==> src/rtl/host_req_queue_pkg.sv <==
// Shared encodings for the host request queue: FSM states, command op codes
// and the SDRAM data width.
package host_req_queue_pkg;
   localparam int SDRAM_DW = 16;

   typedef enum logic [2:0] {
      ST_IDLE      = 3'd0,
      ST_ISSUE     = 3'd1,
      ST_WAIT_BUSY = 3'd2,
      ST_WAIT_DONE = 3'd3,
      ST_CAPTURE   = 3'd4
   } state_t;

   typedef enum logic {
      OP_RD = 1'b0,
      OP_WR = 1'b1
   } op_t;
endpackage

==> src/rtl/host_req_queue_fifo.sv <==
// Synchronous first-word-fall-through FIFO; push when full and pop when
// empty are ignored so callers may drive the strobes unconditionally.
module sync_fifo #(
   parameter int WIDTH      = 8,
   parameter int DEPTH_LOG2 = 2
) (
   input  logic                  clk,
   input  logic                  rst_n,
   input  logic                  i_push,
   input  logic [WIDTH-1:0]      i_din,
   input  logic                  i_pop,
   output logic [WIDTH-1:0]      o_dout,
   output logic                  o_full,
   output logic                  o_empty,
   output logic [DEPTH_LOG2:0]   o_level
);
   localparam int DEPTH = 1 << DEPTH_LOG2;
   localparam logic [DEPTH_LOG2:0] FULL_LVL = (DEPTH_LOG2+1)'(DEPTH);

   logic [WIDTH-1:0]      r_mem [DEPTH];
   logic [DEPTH_LOG2-1:0] r_wr_ptr;
   logic [DEPTH_LOG2-1:0] r_rd_ptr;
   logic [DEPTH_LOG2:0]   r_level;
   logic                  w_do_push;
   logic                  w_do_pop;

   assign o_full    = (r_level == FULL_LVL);
   assign o_empty   = (r_level == '0);
   assign o_level   = r_level;
   assign o_dout    = r_mem[r_rd_ptr];
   assign w_do_push = i_push & ~o_full;
   assign w_do_pop  = i_pop & ~o_empty;

   always_ff @(posedge clk) begin
      if (!rst_n) begin
         r_wr_ptr <= '0;
         r_rd_ptr <= '0;
         r_level  <= '0;
      end else begin
         if (w_do_push) r_wr_ptr <= r_wr_ptr + DEPTH_LOG2'(1);
         if (w_do_pop)  r_rd_ptr <= r_rd_ptr + DEPTH_LOG2'(1);
         case ({w_do_push, w_do_pop})
            2'b10:   r_level <= r_level + (DEPTH_LOG2+1)'(1);
            2'b01:   r_level <= r_level - (DEPTH_LOG2+1)'(1);
            default: r_level <= r_level;
         endcase
      end
   end

   // Storage needs no reset: an entry is only read after it was written.
   always_ff @(posedge clk) begin
      if (w_do_push) r_mem[r_wr_ptr] <= i_din;
   end
endmodule

==> src/rtl/host_req_queue.sv <==
// Host request queue: buffers host read/write requests and issues them one at
// a time to the SDRAM controller, capturing read data and flagging faults.
module host_req_queue
   import host_req_queue_pkg::*;
#(
   parameter int HADDR_WIDTH = 24,
   parameter int DEPTH_LOG2  = 2,
   parameter int BUSY_TMO    = 7
) (
   input  logic                   clk,
   input  logic                   rst_n,
   input  logic [HADDR_WIDTH-1:0] h_addr,
   input  logic [SDRAM_DW-1:0]    h_wdata,
   input  logic                   h_rd_req,
   input  logic                   h_wr_req,
   output logic                   h_full,
   output logic [DEPTH_LOG2:0]    h_level,
   output logic [SDRAM_DW-1:0]    h_rdata,
   output logic                   h_rvalid,
   output logic                   h_ovf,
   output logic                   h_err,
   output logic [HADDR_WIDTH-1:0] c_addr,
   output logic [SDRAM_DW-1:0]    c_wdata,
   output logic                   c_rd_enable,
   output logic                   c_wr_enable,
   input  logic                   c_busy,
   input  logic [SDRAM_DW-1:0]    c_rdata
);
   localparam int ENTRY_W = 1 + HADDR_WIDTH + SDRAM_DW;
   localparam int TMO_W   = $clog2(BUSY_TMO + 1);
   localparam logic [TMO_W-1:0] TMO_LAST = TMO_W'(BUSY_TMO - 1);

   state_t                 r_state;
   state_t                 w_next_state;
   op_t                    r_op;
   logic [HADDR_WIDTH-1:0] r_cmd_addr;
   logic [SDRAM_DW-1:0]    r_cmd_wdata;
   logic [SDRAM_DW-1:0]    r_rdata;
   logic                   r_rvalid;
   logic                   r_ovf;
   logic                   r_err;
   logic [TMO_W-1:0]       r_tmo_cnt;

   op_t                    w_req_op;
   logic                   w_req_any;
   logic                   w_push;
   logic                   w_pop;
   logic                   w_timeout;
   logic                   w_capture;
   logic                   w_full;
   logic                   w_empty;
   logic [DEPTH_LOG2:0]    w_level;
   logic [ENTRY_W-1:0]     w_din;
   logic [ENTRY_W-1:0]     w_dout;

   // A simultaneous read+write request collapses into the write.
   assign w_req_any = h_rd_req | h_wr_req;
   assign w_req_op  = h_wr_req ? OP_WR : OP_RD;
   assign w_push    = w_req_any & ~w_full;
   assign w_din     = {w_req_op, h_addr, h_wdata};

   sync_fifo #(
      .WIDTH      (ENTRY_W),
      .DEPTH_LOG2 (DEPTH_LOG2)
   ) u_fifo (
      .clk     (clk),
      .rst_n   (rst_n),
      .i_push  (w_push),
      .i_din   (w_din),
      .i_pop   (w_pop),
      .o_dout  (w_dout),
      .o_full  (w_full),
      .o_empty (w_empty),
      .o_level (w_level)
   );

   always_ff @(posedge clk) begin
      if (!rst_n) r_state <= ST_IDLE;
      else        r_state <= w_next_state;
   end

   always_comb begin
      w_next_state = r_state;
      case (r_state)
         ST_IDLE:      if (!w_empty && !c_busy) w_next_state = ST_ISSUE;
         ST_ISSUE:     w_next_state = ST_WAIT_BUSY;
         ST_WAIT_BUSY: begin
            if (c_busy)                      w_next_state = ST_WAIT_DONE;
            else if (r_tmo_cnt == TMO_LAST)  w_next_state = ST_IDLE;
         end
         ST_WAIT_DONE: if (!c_busy) w_next_state = (r_op == OP_WR) ? ST_IDLE : ST_CAPTURE;
         ST_CAPTURE:   w_next_state = ST_IDLE;
         default:      w_next_state = ST_IDLE;
      endcase
   end

   always_comb begin
      w_pop       = (r_state == ST_IDLE) && (w_next_state == ST_ISSUE);
      w_timeout   = (r_state == ST_WAIT_BUSY) && !c_busy && (r_tmo_cnt == TMO_LAST);
      w_capture   = (r_state == ST_CAPTURE);
      c_rd_enable = (r_state == ST_ISSUE) && (r_op == OP_RD);
      c_wr_enable = (r_state == ST_ISSUE) && (r_op == OP_WR);
   end

   // Command registers load only on the pop edge, so they stay stable between issues.
   always_ff @(posedge clk) begin
      if (!rst_n) begin
         r_op        <= OP_RD;
         r_cmd_addr  <= '0;
         r_cmd_wdata <= '0;
         r_tmo_cnt   <= '0;
         r_rdata     <= '0;
         r_rvalid    <= 1'b0;
         r_ovf       <= 1'b0;
         r_err       <= 1'b0;
      end else begin
         if (w_pop) begin
            r_op        <= op_t'(w_dout[ENTRY_W-1]);
            r_cmd_addr  <= w_dout[ENTRY_W-2 -: HADDR_WIDTH];
            r_cmd_wdata <= w_dout[SDRAM_DW-1:0];
         end
         if (r_state == ST_WAIT_BUSY) r_tmo_cnt <= r_tmo_cnt + TMO_W'(1);
         else                         r_tmo_cnt <= '0;
         if (w_capture) r_rdata <= c_rdata;
         r_rvalid <= w_capture;
         if (w_req_any && w_full) r_ovf <= 1'b1;
         if (w_timeout)           r_err <= 1'b1;
      end
   end

   assign h_full   = w_full;
   assign h_level  = w_level;
   assign h_rdata  = r_rdata;
   assign h_rvalid = r_rvalid;
   assign h_ovf    = r_ovf;
   assign h_err    = r_err;
   assign c_addr   = r_cmd_addr;
   assign c_wdata  = r_cmd_wdata;
endmodule

==> config.mk <==
export PLATFORM = sky130hd
export DESIGN_NAME = host_req_queue
export DESIGN_NICKNAME = d
export VERILOG_FILES = /design/src/rtl/host_req_queue_pkg.sv /design/src/rtl/host_req_queue_fifo.sv /design/src/rtl/host_req_queue.sv
export SDC_FILE = /design/constraint.sdc
export NUM_CORES = 1
export LEC_CHECK = 0
export CAP_MARGIN = 10
export CELL_PAD_IN_SITES_DETAIL_PLACEMENT = 1
export CELL_PAD_IN_SITES_GLOBAL_PLACEMENT = 2
export CORE_MARGIN = 4
export CORE_UTILIZATION = 32
export DETAILED_ROUTE_END_ITERATION = 7
export PLACE_DENSITY_LB_ADDON = 0.1
export SETUP_SLACK_MARGIN = 0.4
export SLEW_MARGIN = 10
export SYNTH_ARGS = -nofsm -noshare
export SYNTH_HDL_FRONTEND = slang
export SYNTH_SLANG_ARGS = --single-unit
==> constraint.sdc <==
create_clock -name clk -period 3.2 [get_ports clk]
set_input_delay 0.64 -clock clk [delete_from_list [all_inputs] [get_ports clk]]
set_output_delay 0.64 -clock clk [all_outputs]
set_load 0.02 [all_outputs]
* After elaboration in Yosys (flattened, before gate mapping)
Memories as Yosys holds them, arrays and structs flattened. A register that Yosys moved wholly into a read port is not among the register bits. Cells that the tools add are included.
Word-level totals: input bits 61, memory bits (read-only) 0, RAM bits 164, word-level logic and storage cells 55, memories 1, register bits after elaboration 32, bits in latches 0
Memories:
- u_fifo.r_mem | depth 4, width 41, read ports 1, clocked after Yosys merged registers in 1, write ports 1, line host_req_queue_fifo.sv:20 | logic [WIDTH-1:0] r_mem [DEPTH];
Operators by class: add/subtract/negate cells 5, shift-type cells 0, order comparisons 0, mux-type cells 10, bitwise logic cells 7, multipliers 0, reduce and logical (&&, ||, !) cells 14, divide/modulo/power cells 0, eq/ne operators 9
Operators with widths (count):
- 2-to-1 mux 3 bit | 5
- case mux 3 bit (4 select lines) | 1
- equality test 3 bit (second input constant) | 3
- logical AND 1 bit | 7
- adder 3 x 1 -> 3 bit (second input constant) | 2
- equality test 3 x 1 -> 1 bit (second input constant) | 2
- equality test 3 x 2 -> 1 bit (second input constant) | 2
- zero test 3 bit | 2
- case mux 3 bit (2 select lines) | 1
- adder 2 x 1 -> 2 bit (second input constant) | 2
- bitwise AND 1 bit | 3
- zero test 1 bit | 3
- 2-to-1 mux 1 bit | 3
- inverter 1 bit | 3
- subtractor 3 x 1 -> 3 bit (second input constant) | 1
- equality test 2 x 1 -> 1 bit (second input constant) | 1
- equality test 2 bit (second input constant) | 1
- AND reduction 2 bit | 1
- nonzero test 2 bit | 1
- bitwise OR 1 bit | 1

* Logic depth before layout (Yosys ltp)
Gate-level depths: netlist of the first run.
depth after elaboration 10, depth in mapped cells 11, depth with buffers taken out 10

* By module
A second synthesis of the first run with hierarchy kept.
Unflattened totals: cell total of the unflattened synthesis 557, area, all modules 9048.7 sq um
By module, submodules not included:
- sync_fifo | area each 6457.4 sq um, cells an instance 269, times used 1
- host_req_queue | area each 2591.2 sq um, cells an instance 288, times used 1

* Least setup slack after synthesis of the first run
OpenSTA, ideal clock, no wires.
path type input-to-reg, from input c_busy, to register u_fifo.r_level[2], in the netlist u_fifo.o_level[2], required time 3.130 ns, buffers on the path 2, data arrival time 2.748 ns, setup slack 0.382 ns, stages 10, path through or4_1 buf_2 nor2_2 buf_2 ha_1 inv_1 fa_1 xor2_1 or3_1 a21oi_1
Between the ends: word-level cells in the longest chain between the ends 9
RTL lines:
- start, declared | line host_req_queue.sv:26 | input logic c_busy,
- zero test 1 bit | line host_req_queue.sv:85 | ST_IDLE: if (!w_empty && !c_busy) w_next_state = ST_ISSUE;
- logical AND 1 bit | line host_req_queue.sv:85
- 2-to-1 mux 3 bit | line host_req_queue.sv:85
- case mux 3 bit (4 select lines) (*) | line host_req_queue.sv:84 | case (r_state)
- equality test 3 x 1 -> 1 bit (*) | line host_req_queue.sv:98 | w_pop = (r_state == ST_IDLE) && (w_next_state == ST_ISSUE);
- logical AND 1 bit (*) | line host_req_queue.sv:98
- bitwise AND 1 bit (*) | line host_req_queue_fifo.sv:32 | assign w_do_pop = i_pop & ~o_empty;
- via u_fifo.w_do_pop | line host_req_queue_fifo.sv:25 | logic w_do_pop;
- equality test 2 x 1 -> 1 bit or equality test 2 bit (tied branches) | line host_req_queue_fifo.sv:42 | case ({w_do_push, w_do_pop})
- case mux 3 bit (2 select lines) or nonzero test 2 bit (tied branches)
- end signal, assigned | line host_req_queue_fifo.sv:43 | 2'b10: r_level <= r_level + (DEPTH_LOG2+1)'(1);
- end signal, assigned | line host_req_queue_fifo.sv:44 | 2'b01: r_level <= r_level - (DEPTH_LOG2+1)'(1);
- end signal, assigned | line host_req_queue_fifo.sv:45 | default: r_level <= r_level;
- end, declared | line host_req_queue_fifo.sv:23 | logic [DEPTH_LOG2:0] r_level;
Mark *: on every way through the listed nets, which the timed path passes. The rest lies on a longest branch. A chain may end at the register's enable or synchronous reset.

* Worst setup path after layout of the first run
from register u_fifo.r_level[2], in the netlist u_fifo.o_level[2], to output h_full
Between the ends: word-level cells in the longest chain between the ends 1
RTL lines:
- equality test 3 bit | line host_req_queue_fifo.sv:27 | assign o_full = (r_level == FULL_LVL);
- end, declared | line host_req_queue.sv:16 | output logic h_full,
Every way passes these cells.

==> results by group, run 1 <==
Clocking
  – Cts hold-fix bufs: 0
  – Inserted Clock Buffers: 27
  – Root Buffer Master: clkbuf_16
  – Setup bufs post-CTS: 0
  – Clock Pin Slew Worst Setup and Hold Paths: 0.06 ns
  – CTS tree: built
  – CTS Sinks: 237
  – # resized after CTS: 1
  – CTS max path bufs: 3
  – Worst skew pair latency: 0.53 ns
  – H-Tree Depth: 1

GRT
  – GR Layer Usage met3: 2.93%
  – Gr usage total: 13.8%
  – Number of global-route vias before repair: 5,493
  – GR peak layer: met2
  – Largest net degree at the start of global routing: 45
  – First-pass GRT wire length: 31.4 mm
  – Initial antenna violation count: 2
  – Remaining Overflow, GRT: 0
  – Met2 usage: 23.9%
  – GR Util met1: 17.9%

Synthesis
  – Post-synth top cells: edfxtp_1 (164), nand2_1 (75), dfxtp_1 (73), mux4_2 (41), o2bb2ai_1 (41)
  – Gate Count Post-Synth: 514
  – Sequential share of the synthesized area: 74.0%
  – Netlist cell types: 35
  – Cell with the most instances after synthesis: edfxtp_1
  – EDFF count, synth: 164
  – Post-synth top area share: 57.0%
  – Mean Syn Cell Area: 16.8 µm²
  – Async SR Flop Fraction: 0%
  – Dominant cell type by area after synthesis: edfxtp_1
  – Main area contributors after synthesis: edfxtp_1 (57%), dfxtp_1 (17%), mux4_2 (11%)
  – Post-synth top flop: edfxtp_1
  – Yosys reg bits: 237
  – Yosys Warn Count: 0
  – Mapped Nets: 583
  – Netlist Area Pre-Place: 8630 µm²

Timing
  – WHS: 0.455 ns
  – Tmin final: 2.61 ns
  – Worst slew pin tran: 1.01 ns
  – Fmax: 383 MHz
  – Max-slew violation count: 0
  – RSZ-0062 raised after global routing: no
  – Clk_skew: 0.0148 ns
  – Fin. Hold Viols: 0
  – Tcrit/Tclk final: 81.5%
  – TNS Setup: 0 ns
  – Slew headroom: 32.6%
  – Number of setup violations in the final report: 0

Setup path
  – Max stage delay on crit path: 0.54 ns
  – Crit path max fanout: 7
  – Req. time, crit path: 2.56 ns
  – CP cell instances: or3b_2, inv_1, dlygate4sd2_1
  – WP data arrival: 1.97 ns
  – Startpoint types: register
  – Slowest CP cell: or3b_2
  – CP Class: register to primary output
  – CP endpoint kind: primary output
  – Reg2reg path depth: 10

Route
  – WL/cell: 20.1 µm
  – Number of detailed-route iterations in the first pass: 4
  – DRC viols: 0
  – Initial DRC Count: 190
  – Drt total wl: 20.3 mm
  – DR vias/cell: 4.84
  – DRT antenna net count: 0
  – Vias: 4,883

Worst hold path
  – Tightest Hold Check Type: register to register
  – Hold path depth: 1

Cells and area
  – Fill cells: 2,616
  – Syn-to-layout area delta: 30.4%
  – Layout Cells excl Fill: 1,009
  – Ant. Diodes: 0
  – Share of cells above drive strength 1: 16.6%
  – Fin nets: 722

Floorplanning
  – CORE AREA: 26,300 µm²
  – Starting Density: 32.9%
  – DIE AREA: 29,700 µm²
  – Chip Width: 172 µm
  – # IOs: 126
  – Row count: 59
  – Die Y: 172 µm

Pwr
  – Total power: 9.03 mW
  – Cell Pwr Density: 802 nW/µm²
  – Static Leak: 3.67 nW
  – Combinational power share: 19.5%
  – Peak supply drop: 0.000427 V
  – Register share of total power: 45.5%
  – Switching power: 2.43 mW
  – Clock share of power: 35.0%
  – Sw frac: 26.9%
  – Internal power: 6.60 mW

Placement
  – Routability congestion estimate: 0.663
  – I/O Buffers: 125
  – Placed cell count: 959
  – HPWL after DPL: 12.3 mm

Run status
  – Status: complete, no violations

Run
  – Max-cap check violation count: 0
==> cell families after synthesis <==
| group | after synthesis | synth area share, % |
|---|---|---|
| buffers and inverters | 41 | 1.99 |
| XOR/XNOR | 3 | 0.304 |
| AND/OR/NAND/NOR | 110 | 5.62 |
| multiplexers | 41 | 10.7 |
| adder cells (fa/ha/maj) | 8 | 1.25 |
| AO/OA/AOI/OAI | 74 | 6.19 |
| flip-flops | 237 | 74.0 |
==> final timing paths <==
kind | startpoint | end | slack (ns)
hold reg to reg | r_tmo_cnt[0] | r_tmo_cnt[0] | 0.45
hold / removal | r_tmo_cnt[0] | r_tmo_cnt[0] | 0.45
setup reg to reg | u_fifo.o_level[2] | u_fifo.o_level[2] | 0.66
setup / recovery | u_fifo.o_level[2] | h_full | 0.59
==> routing by layer <==
metal / share of wire, % / vias up / routed length [µm]
met5: 0.099 / - / 20
met4: 1.9 / 4 / 394
met3: 4.3 / 31 / 883
met2: 50 / 104 / 10100
met1: 44 / 2497 / 8890
li1: - / 2247 / -
==> placed cells by master, fill, tap and decap left out, drive strengths merged, types with 2 or more instances in the layout <==
cell type        n
a21oi           24
and3             4
buf             17
bufinv           4
clkbuf          35
clkdlybuf4s50  123
clkinv          10
dfxtp           73
edfxtp         164
ha               7
inv             10
mux4            41
nand2           75
nand3            2
nor2            12
nor3             3
nor3b            2
o21ai            5
o2bb2ai         41
o31ai            2
or3              2
or3b             2
or4              2
xor2             2
==> worst max-delay path: cells and delay by family (launching register included) <==
kind	cells	cell delay, ns
buf+inv	2	0.52
flops	1	0.39
simple gates	1	0.54
==> area by class of cell <==
cell class                      count  area, µm²  share of cell area [%]
Sequential cell                   237       6390                    56.8
Clock buffer                       35        736                    6.53
Timing Repair Buffer              141       1390                    12.3
Clock inverter                     15        189                    1.68
Tap cell                          335        419                    3.72
Multi-Input combinational cell    236       2100                    18.6
Inverter                           10       37.5                   0.333
==> state kept, by name (all words and copies together), names as in the netlist <==
register         cells
u_fifo.r_rd_ptr      2
c_wdata             16
r_op                 1
h_rvalid             1
h_rdata             16
h_ovf                1
u_fifo.o_level       3
c_addr              24
h_err                1
u_fifo.r_mem       164
u_fifo.r_wr_ptr      2
r_tmo_cnt            3
r_state              3
==> power groups by stage <==
| stage | Sequential [mW] | Combinational [mW] | Clock, mW |
|---|---|---|---|
| after floorplan | 4.17 | 0.977 | 0 |
| after global placement | 4.17 | 1.79 | 0 |
| after detailed placement | 4.19 | 1.81 | 0 |
| after CTS | 4.14 | 1.81 | 3.26 |
| after global routing | 4.19 | 1.92 | 3.39 |
| final | 4.11 | 1.76 | 3.16 |
==> metrics by stage <==
| step | util [%] | area (µm²) | setup WS, ns |
|---|---|---|---|
| after floorplan | - | 8640 | 0.419 |
| after global placement | 39.3 | 10300 | 0.140 |
| after detailed placement | 39.3 | 10300 | 0.0420 |
| after CTS | 42.8 | 11300 | 0.540 |
| after global routing | 42.8 | 11300 | 0.445 |
| final | 42.8 | 11300 | 0.592 |
Power figures use the tool's default switching activity.
==> run 2, diff against run 1 <==
==> constraint.sdc (replaced) <==
create_clock -name clk -period 2.4 [get_ports clk]
set_input_delay 0.48 -clock clk [delete_from_list [all_inputs] [get_ports clk]]
set_output_delay 0.48 -clock clk [all_outputs]
set_load 0.02 [all_outputs]
==> run 2 against run 1 <==
Design area grew 2.7%. Critical endpoint is now u_fifo.o_level[2]. First-iteration DRC count shrank 8.4%. Via count grew 1.4%. Critical path depth grew 5. Hold slack lost 0.046 ns. Combinational power grew 47%. Global-route usage shrank 0.080 points. Routed wire length shrank 0.58%. Sequential power grew 31%. Register-to-register slack lost 0.45 ns. Clock-buffer cell count shrank 1. Utilization grew 1.2 points.
==> results by group, run 2 (synthesized netlist as in run 1, its figures left out) <==
Run status
  – Status: complete, no violations (unchanged)

Pwr
  – Cell Pwr Density: 1070 nW/µm² (was 802 nW/µm²)
  – Total power: 12.3 mW (was 9.03 mW)
  – Static Leak: 4.19 nW (was 3.67 nW)
  – Peak supply drop: 0.000637 V (was 0.000427 V)

Clocking
  – H-Tree Depth: 1 (unchanged)
  – CTS tree: built (unchanged)
  – Worst skew pair latency: 0.52 ns (was 0.53 ns)
  – CTS Sinks: 237 (unchanged)
  – Root Buffer Master: clkbuf_16 (unchanged)
  – Inserted Clock Buffers: 27 (unchanged)
  – CTS max path bufs: 3 (unchanged)
  – Clock Pin Slew Worst Setup and Hold Paths: 0.06 ns (about the same)
  – Cts hold-fix bufs: 0 (unchanged)

Route
  – Drt total wl: 20.2 mm (was 20.3 mm)
  – DRC viols: 0 (unchanged)
  – DRT antenna net count: 0 (unchanged)
  – Initial DRC Count: 174 (was 190)
  – Number of detailed-route iterations in the first pass: 4 (unchanged)
  – DR vias/cell: 4.84 (about the same)
  – WL/cell: 19.7 µm (was 20.1 µm)
  – Vias: 4,951 (was 4,883)

Cells and area
  – Share of cells above drive strength 1: 20.9% (was 16.6%)
  – Max reg flops: 164 (unchanged)
  – Most common cell after layout, fill and taps aside: edfxtp_1 (unchanged)
  – Fill cells: 2,580 (was 2,616)
  – Ant. Diodes: 0 (unchanged)
  – Syn-to-layout area delta: 33.9% (was 30.4%)
  – Reg with most FFs: u_fifo.r_mem (unchanged)
  – Fin nets: 737 (was 722)
  – Most frequent cells in the layout: edfxtp_1 (164), clkdlybuf4s50_1 (85), nand2_1 (75), dfxtp_1 (66) (was edfxtp_1 (164), clkdlybuf4s50_1 (123), nand2_1 (75), dfxtp_1 (71))
  – Final instance area: 11,600 µm² (was 11,300 µm²)
  – Layout Cells excl Fill: 1,023 (was 1,009)

Setup path
  – Crit path max fanout: 2 (was 7)
  – Critical path startpoint: r_state[2] (was u_fifo.o_level[2])
  – CP Class: register to register (was register to primary output)
  – Crit path capture: u_fifo.o_level[2] (was h_full)
  – WP data arrival: 2.63 ns (was 1.97 ns)
  – FF-to-FF setup slack: 0.21 ns (was 0.66 ns)
  – Startpoint types: register (unchanged)
  – CP endpoint kind: register (was primary output)
  – Req. time, crit path: 2.84 ns (was 2.56 ns)
  – Reg2Reg Capture Point: u_fifo.o_level[2] (unchanged)
  – Crit Reg-Reg Startpoint: r_state[2] (was u_fifo.o_level[2])
  – Reg2reg path depth: 8 (was 10)

Floorplanning
  – Die Y: 172 µm (unchanged)
  – Starting Density: 32.9% (unchanged)
  – Chip Width: 172 µm (unchanged)
  – # IOs: 126 (unchanged)
  – Row count: 59 (unchanged)
  – CORE AREA: 26,300 µm² (unchanged)
  – DIE AREA: 29,700 µm² (unchanged)

Placement
  – I/O Buffers: 125 (unchanged)
  – HPWL after DPL: 12.7 mm (was 12.3 mm)
  – Placed cell count: 969 (was 959)
  – DP Area: 10,500 µm² (was 10,300 µm²)
  – Routability congestion estimate: 0.742 (was 0.663)

Timing
  – Tmin final: 2.19 ns
  – RSZ-0062 raised after global routing: yes (was no)
  – WHS: 0.409 ns (was 0.455 ns)
  – TNS Setup: 0 ns (unchanged)
  – Fin. Hold Viols: 0 (unchanged)
  – Worst slew pin tran: 0.735 ns (was 1.01 ns)
  – Tcrit/Tclk final: 91.4%
  – Number of setup violations in the final report: 0 (unchanged)
  – Fmax: 456 MHz
  – Slew headroom: 51.0% (was 32.6%)
  – Max-slew violation count: 0 (unchanged)
  – Clk_skew: 0.0102 ns (was 0.0148 ns)

GRT
  – Remaining Overflow, GRT: 0 (unchanged)
  – Largest net degree at the start of global routing: 43 (was 45)
  – Initial antenna violation count: 1 (was 2)
  – Number of global-route vias before repair: 5,464 (was 5,493)
  – First-pass GRT wire length: 31.3 mm (was 31.4 mm)
  – Gr usage total: 13.7% (was 13.8%)

Worst hold path
  – Tightest Hold Check Type: input pin to register (was register to register)

Run
  – Max-cap check violation count: 0 (unchanged)
-- run 2: stage by stage --
stage | setup slack, ns | util, %
detailed placement | -0.357 | 40.0
global route | 0.121 | 44.0
global placement | -0.294 | 40.0
finish | 0.206 | 44.0
floorplan | -0.00548 | -
CTS | 0.196 | 43.6
-- run 2: cell type report --
class	count	area, µm²	share of cell area, %
flip-flops and latches	237	6400	55.3
multi-input cells	236	2140	18.5
repair buffers	156	1620	14.0
clock buffers	34	722	6.24
well taps	335	419	3.62
clock inverters	15	231	2.00
inverters	10	37.5	0.325
-- run 2: timing repair --
action,4_1_cts,5_1_grt
gates resized for setup,38,25
pin swaps,0,3
cloned,0,0
endpoints found under the setup margin,22,23
buffers inserted,1,4
-- run 2: worst min-delay path by stage --
stage,from,end,slack (ns),cells after the start
detailed placement,r_tmo_cnt[0],r_tmo_cnt[0],0.45,1
global route,rst_n,c_addr[6],0.41,3
floorplan,r_tmo_cnt[0],r_tmo_cnt[0],0.42,1
global placement,r_tmo_cnt[0],r_tmo_cnt[0],0.42,1
finish,rst_n,r_op,0.41,3
CTS,rst_n,r_op,0.40,3
-- run 2: power by group --
group          internal, mW  switching, mW  total, mW
Clock                  2.77           1.58       4.34
Sequential             5.05          0.348       5.39
Combinational          1.27           1.32       2.59
-- run 2: critical path, stage by stage (launching register included) --
cell and delay (ns):
dfxtp_2 0.33, or4_4 0.56, nor2_4 0.13, ha_4 0.14, inv_2 0.03, fa_2 0.33
xor2_1 0.16, or3_1 0.31, a21oi_1 0.13
-- run 2: metal layers --
| layer | vias up | wire length [µm] | global-route usage [%] |
|---|---|---|---|
| li1 | 2282 | - | - |
| met1 | 2522 | 8440 | 17.4 |
| met2 | 113 | 10200 | 24.0 |
| met3 | 32 | 1180 | 3.34 |
| met4 | 2 | 372 | 2.94 |
| met5 | - | 12 | 0 |
==> run 3, diff against run 2 <==
--- a/config.mk
+++ b/config.mk
@@ -11,6 +11,7 @@
 export CORE_MARGIN = 4
 export CORE_UTILIZATION = 32
 export DETAILED_ROUTE_END_ITERATION = 7
+export HOLD_SLACK_MARGIN = 0.08
 export PLACE_DENSITY_LB_ADDON = 0.1
 export SETUP_SLACK_MARGIN = 0.4
 export SLEW_MARGIN = 10
==> results of run 3 <==
The final DEF is identical to that of run 2; final timing and power are the same.
